===== src/rtl/mem_pkg.sv =====
// ============================================================================
// mem_pkg : shared encodings for the memory-access stage
// Rev 1.0
// ============================================================================
`default_nettype none

package mem_pkg;

    localparam logic [1:0] MEMOP_NONE  = 2'b00;
    localparam logic [1:0] MEMOP_LOAD  = 2'b01;
    localparam logic [1:0] MEMOP_STORE = 2'b10;

    localparam logic [1:0] SIZE_B   = 2'b00;
    localparam logic [1:0] SIZE_H   = 2'b01;
    localparam logic [1:0] SIZE_W   = 2'b10;
    localparam logic [1:0] SIZE_ILL = 2'b11;

    localparam int unsigned DEFAULT_TIMEOUT = 255;

    typedef enum logic [0:0] {
        ST_IDLE = 1'b0,
        ST_BUSY = 1'b1
    } mem_state_t;

    function automatic logic is_mem_op(input logic [1:0] op);
        return (op == MEMOP_LOAD) || (op == MEMOP_STORE);
    endfunction

endpackage

`default_nettype wire


===== src/rtl/mem_stage_if.sv =====
// ============================================================================
// mem_stage_if : data-bus request/ack channel between the stage and memory
// Rev 1.0
// ============================================================================
`default_nettype none

interface mem_stage_if;
    logic        dReq;
    logic        dWe;
    logic [31:0] dAddr;
    logic [31:0] dWdata;
    logic [3:0]  dByteEn;
    logic        dAck;
    logic        dErr;
    logic [31:0] dRdata;

    modport master (
        output dReq, dWe, dAddr, dWdata, dByteEn,
        input  dAck, dErr, dRdata
    );

    modport slave (
        input  dReq, dWe, dAddr, dWdata, dByteEn,
        output dAck, dErr, dRdata
    );
endinterface

`default_nettype wire


===== src/rtl/mem_align.sv =====
// ============================================================================
// mem_align : byte-lane steering, store replication and load extraction
// Rev 1.0
// ============================================================================
`default_nettype none

module mem_align
    import mem_pkg::*;
(
    input  wire logic [1:0]  i_addr,
    input  wire logic [1:0]  i_size,
    input  wire logic        i_unsigned,
    input  wire logic [31:0] i_storeData,
    input  wire logic [31:0] i_rdata,
    output logic      [3:0]  o_byteEn,
    output logic      [31:0] o_wdata,
    output logic      [31:0] o_loadData,
    output logic             o_misaligned
);

    logic [7:0]  w_byte;
    logic [15:0] w_half;

    always_comb begin
        w_byte = i_rdata[7:0];
        case (i_addr)
            2'd0:    w_byte = i_rdata[7:0];
            2'd1:    w_byte = i_rdata[15:8];
            2'd2:    w_byte = i_rdata[23:16];
            default: w_byte = i_rdata[31:24];
        endcase
        w_half = i_addr[1] ? i_rdata[31:16] : i_rdata[15:0];
    end

    always_comb begin
        o_byteEn   = 4'b0000;
        o_wdata    = i_storeData;
        o_loadData = i_rdata;
        case (i_size)
            SIZE_B: begin
                o_byteEn   = 4'b0001 << i_addr;
                o_wdata    = {4{i_storeData[7:0]}};
                o_loadData = i_unsigned ? {24'd0, w_byte} : {{24{w_byte[7]}}, w_byte};
            end
            SIZE_H: begin
                o_byteEn   = 4'b0011 << {i_addr[1], 1'b0};
                o_wdata    = {2{i_storeData[15:0]}};
                o_loadData = i_unsigned ? {16'd0, w_half} : {{16{w_half[15]}}, w_half};
            end
            SIZE_W: begin
                o_byteEn   = 4'b1111;
                o_wdata    = i_storeData;
                o_loadData = i_rdata;
            end
            default: begin
                o_byteEn   = 4'b0000;
                o_wdata    = i_storeData;
                o_loadData = i_rdata;
            end
        endcase
    end

    assign o_misaligned = (i_size == SIZE_ILL)
                        | ((i_size == SIZE_H) & i_addr[0])
                        | ((i_size == SIZE_W) & (i_addr != 2'b00));

endmodule

`default_nettype wire


===== src/rtl/mem_stage.sv =====
// ============================================================================
// mem_stage : load/store bus sequencer with registered writeback and faults
// Rev 1.0
// ============================================================================
`default_nettype none

module mem_stage
    import mem_pkg::*;
#(
    parameter int unsigned TIMEOUT_CYCLES = DEFAULT_TIMEOUT
) (
    input  wire logic        clk,
    input  wire logic        reset,
    input  wire logic [31:0] aluResult,
    input  wire logic [31:0] storeData,
    input  wire logic [1:0]  memOp,
    input  wire logic [1:0]  memSize,
    input  wire logic        memUnsigned,
    input  wire logic [4:0]  rd,
    input  wire logic        aluToReg,
    output logic             memStall,
    mem_stage_if.master      bus,
    output logic      [31:0] wbData,
    output logic      [4:0]  wbRd,
    output logic             wbEn,
    output logic             memFault,
    output logic      [31:0] faultAddr,
    output logic             faultIsStore
);

    localparam logic [15:0] c_TMAX = 16'(TIMEOUT_CYCLES - 1);

    mem_state_t  r_state;
    logic [15:0] r_cnt;
    logic        r_dReq;
    logic        r_dWe;
    logic [31:0] r_dAddr;
    logic [31:0] r_dWdata;
    logic [3:0]  r_dByteEn;
    logic [31:0] r_effAddr;
    logic [1:0]  r_size;
    logic        r_unsigned;
    logic [4:0]  r_rd;
    logic [31:0] r_wbData;
    logic [4:0]  r_wbRd;
    logic        r_wbEn;
    logic        r_memFault;
    logic [31:0] r_faultAddr;
    logic        r_faultIsStore;

    logic        w_busy;
    logic        w_isMem;
    logic        w_isStore;
    logic        w_timeout;
    logic [1:0]  w_alAddr;
    logic [1:0]  w_alSize;
    logic        w_alUnsigned;
    logic [3:0]  w_byteEn;
    logic [31:0] w_wdata;
    logic [31:0] w_loadData;
    logic        w_misaligned;

    assign w_busy    = (r_state == ST_BUSY);
    assign w_isMem   = is_mem_op(memOp);
    assign w_isStore = (memOp == MEMOP_STORE);
    assign w_timeout = w_busy & (r_cnt == c_TMAX);

    // While BUSY the aligner must extract using the captured access, not live inputs.
    assign w_alAddr     = w_busy ? r_effAddr[1:0] : aluResult[1:0];
    assign w_alSize     = w_busy ? r_size         : memSize;
    assign w_alUnsigned = w_busy ? r_unsigned     : memUnsigned;

    mem_align u_align (
        .i_addr       (w_alAddr),
        .i_size       (w_alSize),
        .i_unsigned   (w_alUnsigned),
        .i_storeData  (storeData),
        .i_rdata      (bus.dRdata),
        .o_byteEn     (w_byteEn),
        .o_wdata      (w_wdata),
        .o_loadData   (w_loadData),
        .o_misaligned (w_misaligned)
    );

    assign memStall = (~w_busy & w_isMem & ~w_misaligned)
                    | (w_busy & ~bus.dAck & ~w_timeout);

    always_ff @(posedge clk) begin
        if (reset) begin
            r_state        <= ST_IDLE;
            r_cnt          <= 16'd0;
            r_dReq         <= 1'b0;
            r_dWe          <= 1'b0;
            r_dAddr        <= 32'd0;
            r_dWdata       <= 32'd0;
            r_dByteEn      <= 4'd0;
            r_effAddr      <= 32'd0;
            r_size         <= 2'd0;
            r_unsigned     <= 1'b0;
            r_rd           <= 5'd0;
            r_wbData       <= 32'd0;
            r_wbRd         <= 5'd0;
            r_wbEn         <= 1'b0;
            r_memFault     <= 1'b0;
            r_faultAddr    <= 32'd0;
            r_faultIsStore <= 1'b0;
        end else begin
            r_wbEn     <= 1'b0;
            r_memFault <= 1'b0;
            case (r_state)
                ST_IDLE: begin
                    if (!w_isMem) begin
                        r_wbData <= aluResult;
                        r_wbRd   <= rd;
                        r_wbEn   <= aluToReg;
                    end else if (w_misaligned) begin
                        r_memFault     <= 1'b1;
                        r_faultAddr    <= aluResult;
                        r_faultIsStore <= w_isStore;
                    end else begin
                        r_dReq     <= 1'b1;
                        r_dWe      <= w_isStore;
                        r_dAddr    <= {aluResult[31:2], 2'b00};
                        r_dByteEn  <= w_byteEn;
                        r_dWdata   <= w_wdata;
                        r_effAddr  <= aluResult;
                        r_size     <= memSize;
                        r_unsigned <= memUnsigned;
                        r_rd       <= rd;
                        r_cnt      <= 16'd0;
                        r_state    <= ST_BUSY;
                    end
                end
                ST_BUSY: begin
                    if (bus.dAck) begin
                        r_dReq  <= 1'b0;
                        r_state <= ST_IDLE;
                        if (bus.dErr) begin
                            r_memFault     <= 1'b1;
                            r_faultAddr    <= r_effAddr;
                            r_faultIsStore <= r_dWe;
                        end else if (!r_dWe) begin
                            r_wbData <= w_loadData;
                            r_wbRd   <= r_rd;
                            r_wbEn   <= 1'b1;
                        end
                    end else if (w_timeout) begin
                        r_dReq         <= 1'b0;
                        r_state        <= ST_IDLE;
                        r_memFault     <= 1'b1;
                        r_faultAddr    <= r_effAddr;
                        r_faultIsStore <= r_dWe;
                    end else begin
                        r_cnt <= r_cnt + 16'd1;
                    end
                end
                default: r_state <= ST_IDLE;
            endcase
        end
    end

    assign bus.dReq     = r_dReq;
    assign bus.dWe      = r_dWe;
    assign bus.dAddr    = r_dAddr;
    assign bus.dWdata   = r_dWdata;
    assign bus.dByteEn  = r_dByteEn;

    assign wbData       = r_wbData;
    assign wbRd         = r_wbRd;
    assign wbEn         = r_wbEn;
    assign memFault     = r_memFault;
    assign faultAddr    = r_faultAddr;
    assign faultIsStore = r_faultIsStore;

endmodule

`default_nettype wire


===== src/flat_wrapper.sv =====
// flat-port wrapper written by rule: the top's interface ports become plain ports
module mem_stage_flat import mem_pkg::*;
#(
    parameter int unsigned TIMEOUT_CYCLES = DEFAULT_TIMEOUT
)
  (clk, reset, aluResult, storeData, memOp, memSize, memUnsigned, rd, aluToReg, memStall, wbData, wbRd, wbEn, memFault, faultAddr, faultIsStore, bus_dReq, bus_dWe, bus_dAddr, bus_dWdata, bus_dByteEn, bus_dAck, bus_dErr, bus_dRdata);
  mem_stage_if bus_i ();
  input  wire logic clk;
  input  wire logic reset;
  input  wire logic [31:0] aluResult;
  input  wire logic [31:0] storeData;
  input  wire logic [1:0] memOp;
  input  wire logic [1:0] memSize;
  input  wire logic memUnsigned;
  input  wire logic [4:0] rd;
  input  wire logic aluToReg;
  output logic memStall;
  output logic      [31:0] wbData;
  output logic      [4:0] wbRd;
  output logic wbEn;
  output logic memFault;
  output logic      [31:0] faultAddr;
  output logic faultIsStore;
  output wire logic [$bits(bus_i.dReq)-1:0] bus_dReq;
  output wire logic [$bits(bus_i.dWe)-1:0] bus_dWe;
  output wire logic [$bits(bus_i.dAddr)-1:0] bus_dAddr;
  output wire logic [$bits(bus_i.dWdata)-1:0] bus_dWdata;
  output wire logic [$bits(bus_i.dByteEn)-1:0] bus_dByteEn;
  input wire logic [$bits(bus_i.dAck)-1:0] bus_dAck;
  input wire logic [$bits(bus_i.dErr)-1:0] bus_dErr;
  input wire logic [$bits(bus_i.dRdata)-1:0] bus_dRdata;
  assign bus_dReq = bus_i.dReq;
  assign bus_dWe = bus_i.dWe;
  assign bus_dAddr = bus_i.dAddr;
  assign bus_dWdata = bus_i.dWdata;
  assign bus_dByteEn = bus_i.dByteEn;
  assign bus_i.dAck = bus_dAck;
  assign bus_i.dErr = bus_dErr;
  assign bus_i.dRdata = bus_dRdata;
  mem_stage #(.TIMEOUT_CYCLES(TIMEOUT_CYCLES)) u_core (.clk(clk), .reset(reset), .aluResult(aluResult), .storeData(storeData), .memOp(memOp), .memSize(memSize), .memUnsigned(memUnsigned), .rd(rd), .aluToReg(aluToReg), .memStall(memStall), .bus(bus_i), .wbData(wbData), .wbRd(wbRd), .wbEn(wbEn), .memFault(memFault), .faultAddr(faultAddr), .faultIsStore(faultIsStore));
endmodule

===== config.mk =====
export PLATFORM = sky130hd
export DESIGN_NAME = mem_stage_flat
export DESIGN_NICKNAME = d
export VERILOG_FILES = /design/src/rtl/mem_pkg.sv /design/src/rtl/mem_stage_if.sv /design/src/rtl/mem_align.sv /design/src/rtl/mem_stage.sv /design/src/flat_wrapper.sv
export SDC_FILE = /design/constraint.sdc
export NUM_CORES = 1
export LEC_CHECK = 0
export CAP_MARGIN = 10
export CELL_PAD_IN_SITES_DETAIL_PLACEMENT = 1
export CELL_PAD_IN_SITES_GLOBAL_PLACEMENT = 2
export CORE_MARGIN = 4
export CORE_UTILIZATION = 24
export CTS_CLUSTER_SIZE = 8
export DETAILED_ROUTE_END_ITERATION = 8
export PLACE_DENSITY = 0.89
export SLEW_MARGIN = 20
export SYNTH_ARGS = -nofsm -noshare
export SYNTH_HDL_FRONTEND = slang
export SYNTH_SLANG_ARGS = --single-unit

===== constraint.sdc =====
create_clock -name clk -period 2.3 [get_ports clk]
set_clock_uncertainty 0.15 [all_clocks]
set_input_delay 0.46 -clock clk [delete_from_list [all_inputs] [get_ports clk]]
set_output_delay 0.46 -clock clk [all_outputs]
set_load 0.01 [all_outputs]

# Word level (Yosys, flattened, before mapping)
# Cells that the tools add are included.
[classes]
bitwise = 14
n_eq_ne = 19
n_reduce_logical = 9
n_addsub = 1
muxes = 58
shifts = 2
[ops]
columns = ["operator", "n"]
rows = [
  ["$mux W32", 11],
  ["$pmux W32 S2", 4],
  ["$mux W16", 5],
  ["$pmux W16 S2", 1],
  ["$pmux W8 S3", 1],
  ["$mux W1", 23],
  ["$mux W5", 4],
  ["$add A16 B1 Y16 const B", 1],
  ["$eq A16 B8 Y1 const B", 1],
  ["$ne A2 B2 Y1 const B", 7],
  ["$pmux W4 S3", 1],
  ["$reduce_and A4 Y1", 3],
  ["$pmux W1 S2", 5],
  ["$pmux W5 S2", 1],
  ["$eq A2 B2 Y1 const B", 4],
  ["$and A1 B1 Y1", 7],
  ["$eq A2 B1 Y1 const B", 3],
  ["$ne A3 B3 Y1 const B", 2],
  ["$reduce_and A3 Y1", 2],
  ["$logic_not A2 Y1", 2],
  ["$mux W2", 2],
  ["$ne A2 B1 Y1 const B", 2],
  ["$not A1 Y1", 4],
  ["$shl A1 B2 Y4 const A", 1],
  ["4 further kinds", 6],
]
[totals]
regBits = 197
wordCells = 120
out_inout_bits = 143
in_bits = 111

# Depth between registers and ports, before layout
# Gate-level depths: netlist of run 1.
[logic_depth]
ltp_word = 9
ltp_mapped = 9
depth_no_buf = 7

# By module
# A second synthesis of run 1 with hierarchy kept.
[hier_totals]
hier_cells = 1148
area_unflattened_um2 = 9419.0
[by_module_without_submodules]
columns = ["mod", "area_each_um2", "seq_area_each_um2", "instances", "cells_each"]
rows = [
  ["mem_stage", 7952.6, 3343.2, 1, 929],
  ["mem_align", 1466.4, 0.0, 1, 219],
]

# Least setup slack after synthesis of run 1
# OpenSTA, ideal clock, no wires.
[synth_timing]
path_type = "input-to-reg"
startpoint = "in memOp[0]"
endpoint = "reg u_core.r_faultAddr[10], in the netlist u_core.faultAddr[10]"
t_arrival_ns = 1.958
stages = 8
t_required_ns = 2.004
path_slack_ns = 0.046
path_buffers = 2
setup_time_ns = 0.146
path_cell_list = "inv_1 -> ha_1 -> or2_2 -> nor3_2 -> or2_1 -> buf_2 -> buf_6 -> a211oi_2"
[synth_between]
elab_chain_len = 4
elab_cells_between_ends = 5
classes_between = "eq/ne (3); reduce/logical (2)"
[synth_lines]
columns = ["item", "line", "rtl"]
rows = [
  ["from (decl)", "flat_wrapper.sv:12", "input wire logic [1:0] memOp;"],
  ["$eq A2 B1 Y1 or $eq A2 B2 Y1 (tied branches)", "mem_pkg.sv:26", "return (op == MEMOP_LOAD) || (op == MEMOP_STORE);"],
  ["$logic_or A1 B1 Y1 (*)", "mem_pkg.sv:26", ""],
  ["$ne A2 B1 Y1 (no source line) (*)", "--", ""],
  ["$reduce_and A4 Y1 (no source line) (*)", "--", ""],
  ["to (signal assigned)", "mem_stage.sv:118", "r_faultAddr <= aluResult;"],
  ["to (signal assigned)", "mem_stage.sv:140", "r_faultAddr <= r_effAddr;"],
  ["to (signal assigned)", "mem_stage.sv:151", "r_faultAddr <= r_effAddr;"],
  ["to (decl)", "mem_stage.sv:48", "logic [31:0] r_faultAddr;"],
]
# Mark *: on every way between the ends. The rest lies on a longest branch, timed or not.
# A chain may end at the register's enable or synchronous reset.

# Worst setup path in the final report of run 1
[layout_timing]
startpoint = "reg u_core.r_state"
endpoint = "out memStall"
[layout_between]
elab_chain_len = 8
elab_cells_between_ends = 19
classes_between = "eq/ne (3); mux (2); bitwise (13); reduce/logical (1)"
[layout_lines]
columns = ["item", "line", "rtl"]
rows = [
  ["from (decl)", "mem_stage.sv:33", "mem_state_t r_state;"],
  ["from (signal assigned)", "mem_stage.sv:90", "r_state <= ST_IDLE;"],
  ["from (signal assigned)", "mem_stage.sv:131", "r_state <= ST_BUSY;"],
  ["from (signal assigned)", "mem_stage.sv:137", "r_state <= ST_IDLE;"],
  ["$mux W2", "mem_stage.sv:70", "assign w_alSize = w_busy ? r_size : memSize;"],
  ["$eq A2 B1 Y1", "mem_align.sv:64", "| ((i_size == SIZE_H) & i_addr[0])"],
  ["$and A1 B1 Y1", "mem_align.sv:64", ""],
  ["$or A1 B1 Y1", "mem_align.sv:64", ""],
  ["$or A1 B1 Y1", "mem_align.sv:65", "| ((i_size == SIZE_W) & (i_addr != 2'b00));"],
  ["$not A1 Y1", "mem_stage.sv:85", "assign memStall = (~w_busy & w_isMem & ~w_misaligned)"],
  ["$and A1 B1 Y1", "mem_stage.sv:85", ""],
  ["$or A1 B1 Y1 (*)", "mem_stage.sv:86", "| (w_busy & ~bus.dAck & ~w_timeout);"],
  ["to (decl)", "flat_wrapper.sv:17", "output logic memStall;"],
]
# Marked as above.

==> flow_summary_export.csv, run 1 <==
group,metric,value,unit
clock_network,postCtsHoldBufs,0,
place,place.port_buffers,251,
clock_network,ctsRootBufferMaster,"clkbuf_16",
yosys,yosysWarningCount,0,
layout,synthToLayoutAreaGrowth,53.15,%
yosys,yosysTopAreaCell,"dfxtp_1",
routing,routed_via_density,4.995,
critical_path,cp-end-kind,"primary output",
global_routing,grt_remaining_overflow,0,
timing,tns,-205.1,ps
yosys,yosysUniqueCellTypes,57,
critical_path,cp_common_cell,"buf_6",
clock_network,ctsHtreeMaxLevel,4,
global_routing,grt_max_degree,127,
routing,vias,8561,
die,initial_core_util,24.32,%
critical_path,cp.required,1690,ps
critical_path,cp-start-kind,"flip-flop",
place,gp_congestion,0.8323,
power,switchingPower,3.213,mW
die,row_count,67,
critical_path,max_stage_delay,380,ps
place,hpwl,25680,µm
yosys,synth_edf_count,0,
global_routing,antenna_found_initial,5,
power,swShare,34.22,%
die,die_h,192.3,µm
layout,layout.cells.non_filler,1714,
timing,max_slew_margin,40.64,%
clock_network,cts_buffer_depth,2,
power,p_total,9.391,mW
yosys,ys.flop_type,"dfxtp_1",
layout,fillers,3947,
routing,firstDrtPassIters,4,
power,peakVddDrop,0.5265,mV
die,die_w,192.3,µm
critical_path,cp_max_fo,4,
layout,fin_nets,1365,
timing,rsz0062_at_grt,"yes",
routing,drtIter0Drc,453,
routing,wl_per_cell,20.54,µm
clock_network,cts.clk_slew.worst_paths,80,ps
place,dp.cells,1665,
yosys,synth_top_cells_by_area,"dfxtp_1, nand2_1, a21oi_1",
timing,fin_crit_sh,103.1,%
yosys,ys_seq_area_share,40.99,%
critical_path,slowest_stage,"dfxtp_4",
timing,slew_viol_final,0,
clock_network,cts_tree,"done",
yosys,async_flop_share,0,%
power,powerDensity,751.9,nW/µm²
timing,hold_violations,0,
worst_hold_path,hp-class,"flip-flop to flip-flop",
power,intPower,6.177,mW
clock_network,cts_buffers,17,
timing,finalWorstSetupSlack,-72.19,ps
power,power.leakage,4.470,nW
routing,drc,0,
routing,wirelength,35200,µm
status,violations,"negative setup slack",
routing,postRouteAntennaNets,0,
die,ios,254,
die,core_area,33530,µm²
critical_path,critPathKind,"flip-flop to primary output",
clock_network,clk_latency,440,ps
global_routing,grt_pass1_vias,9031,
critical_path,crit_path_cell_trace,"buf_6 > mux2_4 > nor3_4 > o21ai_4 > nand2_2 > buf_6",
yosys,syn_avg_cell_area,8.254,µm²
timing,finalSetupViolCount,8,
power,combPwrFrac,32.5,%
job,maxCapViolCount,0,
global_routing,grt_usage,18.49,%
timing,min_period,2372,ps
yosys,synth_area,8155,µm²
timing,worst_pin_slew,890.4,ps
clock_network,clock-sinks,167,
power,seq_power_share,36.2,%
status,outcome,"finished with violations",
yosys,synthCells,988,
place,dp_slack,-784.9,ps
die,die_area,36990,µm²
power,clkPwrFrac,31.3,%
critical_path,worstPathArrival,1760,ps
yosys,synth_top_area_share,40.99,%
layout,drive_above_1_share,17.80,%
yosys,synth_seq_cells,167,
global_routing,grt_pass1_wl,52970,µm
timing,fmax,421.6,MHz
==> worst paths after layout <==
path	startpoint	endpoint	slack (ps)	cells after the start
hold / removal	u_core.bus.dByteEn[0]	u_core.bus.dByteEn[0]	300	2
hold reg to reg	u_core.bus.dByteEn[0]	u_core.bus.dByteEn[0]	300	2
setup / recovery	u_core.r_state	memStall	-70	6
setup reg to reg	u_core.r_state	u_core.wbData[3]	-70	9
==> synth_stat cells, types with 17 or more instances <==
cell,count
nand2_1,244
dfxtp_1,167
a21oi_1,82
clkbuf_1,46
nor2_1,41
nor3_1,38
mux2i_1,36
buf_4,35
a211oi_2,31
o21ai_0,29
nand3_1,25
buf_2,23
or3_1,20
a211oi_1,17
a311oi_1,17
==> sequential cells by signal (all words and copies together), names as in the netlist, 2 cells and up <==
name,flops
u_core.bus.dByteEn,4
u_core.r_effAddr,31
u_core.r_size,2
u_core.r_cnt,16
u_core.wbData,32
u_core.faultAddr,32
u_core.bus.dWdata,32
u_core.wbRd,5
u_core.r_rd,5
==> cells in the final DEF, fill, tap and decap left out, types with 6 or more instances in the layout <==
master / instances
a211oi_1: 17
a211oi_2: 31
a21oi_1: 81
a221oi_2: 12
a222oi_1: 7
a311oi_1: 15
buf_12: 8
buf_4: 81
buf_6: 13
clkbuf_16: 18
clkdlybuf4s50_1: 248
dfxtp_1: 166
inv_6: 6
mux2i_1: 34
nand2_1: 243
nand3_1: 25
nand4_1: 10
nor2_1: 39
nor2b_1: 8
nor3_1: 36
o2111ai_1: 8
o211ai_1: 10
o21ai_0: 29
or3_1: 20
==> power by group through the flow <==
| stage | clock network (mW) | logic (mW) | registers, mW |
|---|---|---|---|
| 4_1_cts | 3.01 | 2.98 | 3.40 |
| 3_5_place_dp | 0 | 2.84 | 3.46 |
| 2_1_floorplan | 0 | 1.29 | 3.54 |
| 6_report | 2.94 | 3.05 | 3.40 |
| 5_1_grt | 3.13 | 3.29 | 3.44 |
| 3_3_place_gp | 0 | 2.79 | 3.45 |
==> final cells by class <==
cell class | instances | area [µm²] | share of cell area [%]
tap | 448 | 560.5 | 4.488
multi-input combinational | 705 | 4452 | 35.64
timing repair buffer | 356 | 3525 | 28.22
clock inverter | 14 | 146.4 | 1.172
clock buffer | 18 | 439.2 | 3.516
sequential | 167 | 3347 | 26.80
inverter | 4 | 15.01 | 0.1202
antenna | 2 | 5.005 | 0.04007
==> cells by family after synthesis <==
family,after synthesis,synth area share (%)
AOI/OAI and AO/OA,251,23.14
xor gates and xnor gates,4,0.4295
adders and majority gates,3,0.4603
buffers and inverters,117,7.901
DFF,167,40.99
muxes,41,5.232
other,1,0.04598
and+or+nand+nor,404,21.80
==> worst max-delay path, delay by kind of cell (launching register included) <==
kind            cells  cell delay (ps)
flops               1              380
mux                 1              320
simple gates        2              310
buf+inv             2              230
compound gates      1               80
==> metal layers <==
metal  GRT usage [%]  up-vias  share of wire (%)
met5               0        -               0.13
met4           6.829        6                3.3
met3           5.970       63                7.9
met2           29.90      281                 46
met1           23.06     4184                 42
li1                -     4027                  -
==> metrics by stage <==
step / area (µm²) / util, % / hold WS [ps]
after floorplan: 8159 / - / 286.0
after global placement: 11440 / 34.10 / 291.5
after detailed placement: 11440 / 34.10 / 297.6
after CTS: 12260 / 36.56 / 308.6
after global routing: 12490 / 37.24 / 334.6
final: 12490 / 37.25 / 303.1
==> timing repair <==
item                                    CTS  global route
resized for setup                        30            39
buffers inserted                          9             6
endpoints found under the setup margin   97           143
gates cloned                              2             1
pin swaps                                10            26
Note: power is estimated with default switching activity, not from simulation.
==> run 2: changes to the inputs <==
--- a/config.mk
+++ b/config.mk
@@ -13,6 +13,7 @@
 export CTS_CLUSTER_SIZE = 8
 export DETAILED_ROUTE_END_ITERATION = 8
 export PLACE_DENSITY = 0.89
+export SETUP_SLACK_MARGIN = 0.3
 export SLEW_MARGIN = 20
 export SYNTH_ARGS = -nofsm -noshare
 export SYNTH_HDL_FRONTEND = slang
==> flow_summary_export.csv, run 2 (synthesis results as in run 1) <==
group,metric,value,unit
status,outcome,"finished with violations",
status,violations,"negative setup slack",
layout,final_core_util,43.21,%
critical_path,reg2reg_slack,-130,ps
place,hpwl,26760,µm
clock_network,clk_latency,440,ps
power,seq_power_share,33.0,%
die,core_area,33530,µm²
routing,wl_per_cell,23.72,µm
clock_network,ctsRootBufferMaster,"clkbuf_16",
layout,final_common_cell,"nand2_1",
clock_network,cts.clk_slew.worst_paths,90,ps
worst_hold_path,min_to,"u_core.r_effAddr[11]",
timing,fin_crit_sh,105.8,%
power,peakVddDrop,0.5207,mV
critical_path,cp_max_fo,6,
power,intPower,6.682,mW
critical_path,slowest_stage,"dfxtp_4",
routing,drtIter0Drc,534,
critical_path,cp-start-kind,"flip-flop",
critical_path,worstPathArrival,2650,ps
power,clkPwrFrac,28.3,%
die,die_h,192.3,µm
critical_path,r2r-start,"u_core.r_state",
timing,slew_viol_final,0,
global_routing,grt_pass1_wl,59090,µm
layout,synthToLayoutAreaGrowth,77.65,%
routing,drc,0,
routing,vias,9240,
critical_path,cp_num_buf_inv,5,
routing,routed_via_density,5.179,
critical_path,crit_path_cell_trace,"buf_6 > mux2_4 > a21oi_4 > buf_6 > buf_8 > nor3_4 > or2_4 > buf_12 > buf_16 > a211oi_2",
critical_path,critPathKind,"flip-flop to flip-flop",
power,powerDensity,716.4,nW/µm²
clock_network,ctsHtreeMaxLevel,4,
critical_path,max_stage_delay,410,ps
worst_hold_path,hp-class,"input pin to flip-flop",
power,swShare,35.62,%
critical_path,reg2reg_to,"u_core.faultAddr[16]",
power,combPwrFrac,38.8,%
routing,wirelength,42310,µm
place,dp.cells,1673,
clock_network,postCtsHoldBufs,0,
timing,max_slew_margin,66.80,%
clock_network,cts_buffers,17,
layout,fillers,3781,
layout,layout.cells.non_filler,1784,
power,power.leakage,6.506,nW
die,die_area,36990,µm²
global_routing,grt_usage,20.97,%
clock_network,cts_tree,"done",
global_routing,grt_remaining_overflow,0,
routing,postRouteAntennaNets,0,
timing,finalSetupViolCount,118,
layout,layout_common_cells,"nand2_1, dfxtp_1, clkdlybuf4s50_1",
timing,min_period,2432,ps
timing,fmax,411.1,MHz
worst_hold_path,min-delay-start,"reset",
die,ios,254,
clock_network,cts_buffer_depth,2,
critical_path,r2r_cells,10,
clock_network,clock-sinks,167,
global_routing,grt_max_degree,63,
critical_path,cp-end-kind,"flip-flop",
die,initial_core_util,24.32,%
global_routing,antenna_found_initial,7,
worst_hold_path,min_path_cells,2,
die,row_count,67,
timing,finalWorstSetupSlack,-132.4,ps
place,gp_congestion,0.8635,
timing,rsz0062_at_grt,"yes",
job,maxCapViolCount,0,
critical_path,cp.required,2520,ps
layout,drive_above_1_share,31.48,%
power,switchingPower,3.696,mW
global_routing,grt_pass1_vias,9464,
place,place.port_buffers,251,
routing,firstDrtPassIters,8,
critical_path,cp_top_family,"buffers and inverters",
timing,hold_violations,0,
layout,fin_nets,1432,
critical_path,cp_common_cell,"buf_6",
timing,worst_pin_slew,492.8,ps
die,die_w,192.3,µm
timing,tns,-5590,ps
run 2: changes by cell type in the layout (fill, tap and decap cells not counted), sizes merged, moves of 3 or more:
cell / before / now
clkbuf: 19 / 22
clkinv: 4 / 8
dlygate4sd2: 0 / 42
inv: 13 / 9
clkdlybuf4s50: 248 / 135
diode: 2 / 5
buf: 105 / 166
dlymetal6s2s: 1 / 72
run 2: cell type report:
class                           instances  area, µm²  area share [%]
Timing Repair Buffer                  421       4771           32.93
Antenna cell                            5      12.51         0.08636
Inverter                                4      18.77          0.1295
Clock inverter                         15      157.7           1.088
Sequential cell                       167       3348           23.11
Multi-Input combinational cell        707       5194           35.85
Clock buffer                           17      425.4           2.936
Tap cell                              448      560.5           3.869
run 2: repair_timing:
action	CTS	global route
gates cloned	15	5
setup endpoints to repair	202	231
setup buffers	34	20
gates resized for setup	210	182
pin swaps	46	79
run 2: how the worst max path moves through the flow:
stage,startpoint,to,slack (ps),depth (start not counted)
detailed placement,aluResult[0],u_core.wbData[2],-560,8
global route,u_core.r_cnt[9],memStall,-200,5
global placement,memSize[0],memStall,-490,6
CTS,u_core.r_state,memStall,-90,6
floorplan,u_core.r_state,u_core.faultAddr[10],170,8
finish,u_core.r_state,u_core.faultAddr[16],-130,10
run 2: per-layer routing:
layer  track usage [%]  up-vias  share of wire [%]
li1                  -     4181                  -
met1             25.18     4599                 40
met2             35.40      373                 49
met3             7.290       83                8.2
met4             6.308        4                2.9
met5                 0        -              0.052
run 2: per-stage QoR:
stage | setup WS (ps) | hold WS [ps] | total power [mW] | area [µm²]
after floorplan | 169.4 | 286.0 | 4.880 | 8262
after global placement | -489.9 | 291.1 | 6.295 | 11570
after detailed placement | -558.1 | 299.3 | 6.368 | 11570
after CTS | -87.31 | 99.01 | 10.02 | 13500
after global routing | -202.1 | 107.3 | 10.81 | 14480
final | -132.4 | 127.0 | 10.38 | 14490
run 2: power groups by stage:
stage	clock network [mW]	logic [mW]	registers, mW
global placement	0	2.84	3.46
CTS	3.00	3.61	3.41
detailed placement	0	2.90	3.47
finish	2.93	4.02	3.42
global route	3.11	4.24	3.46
floorplan	0	1.34	3.54
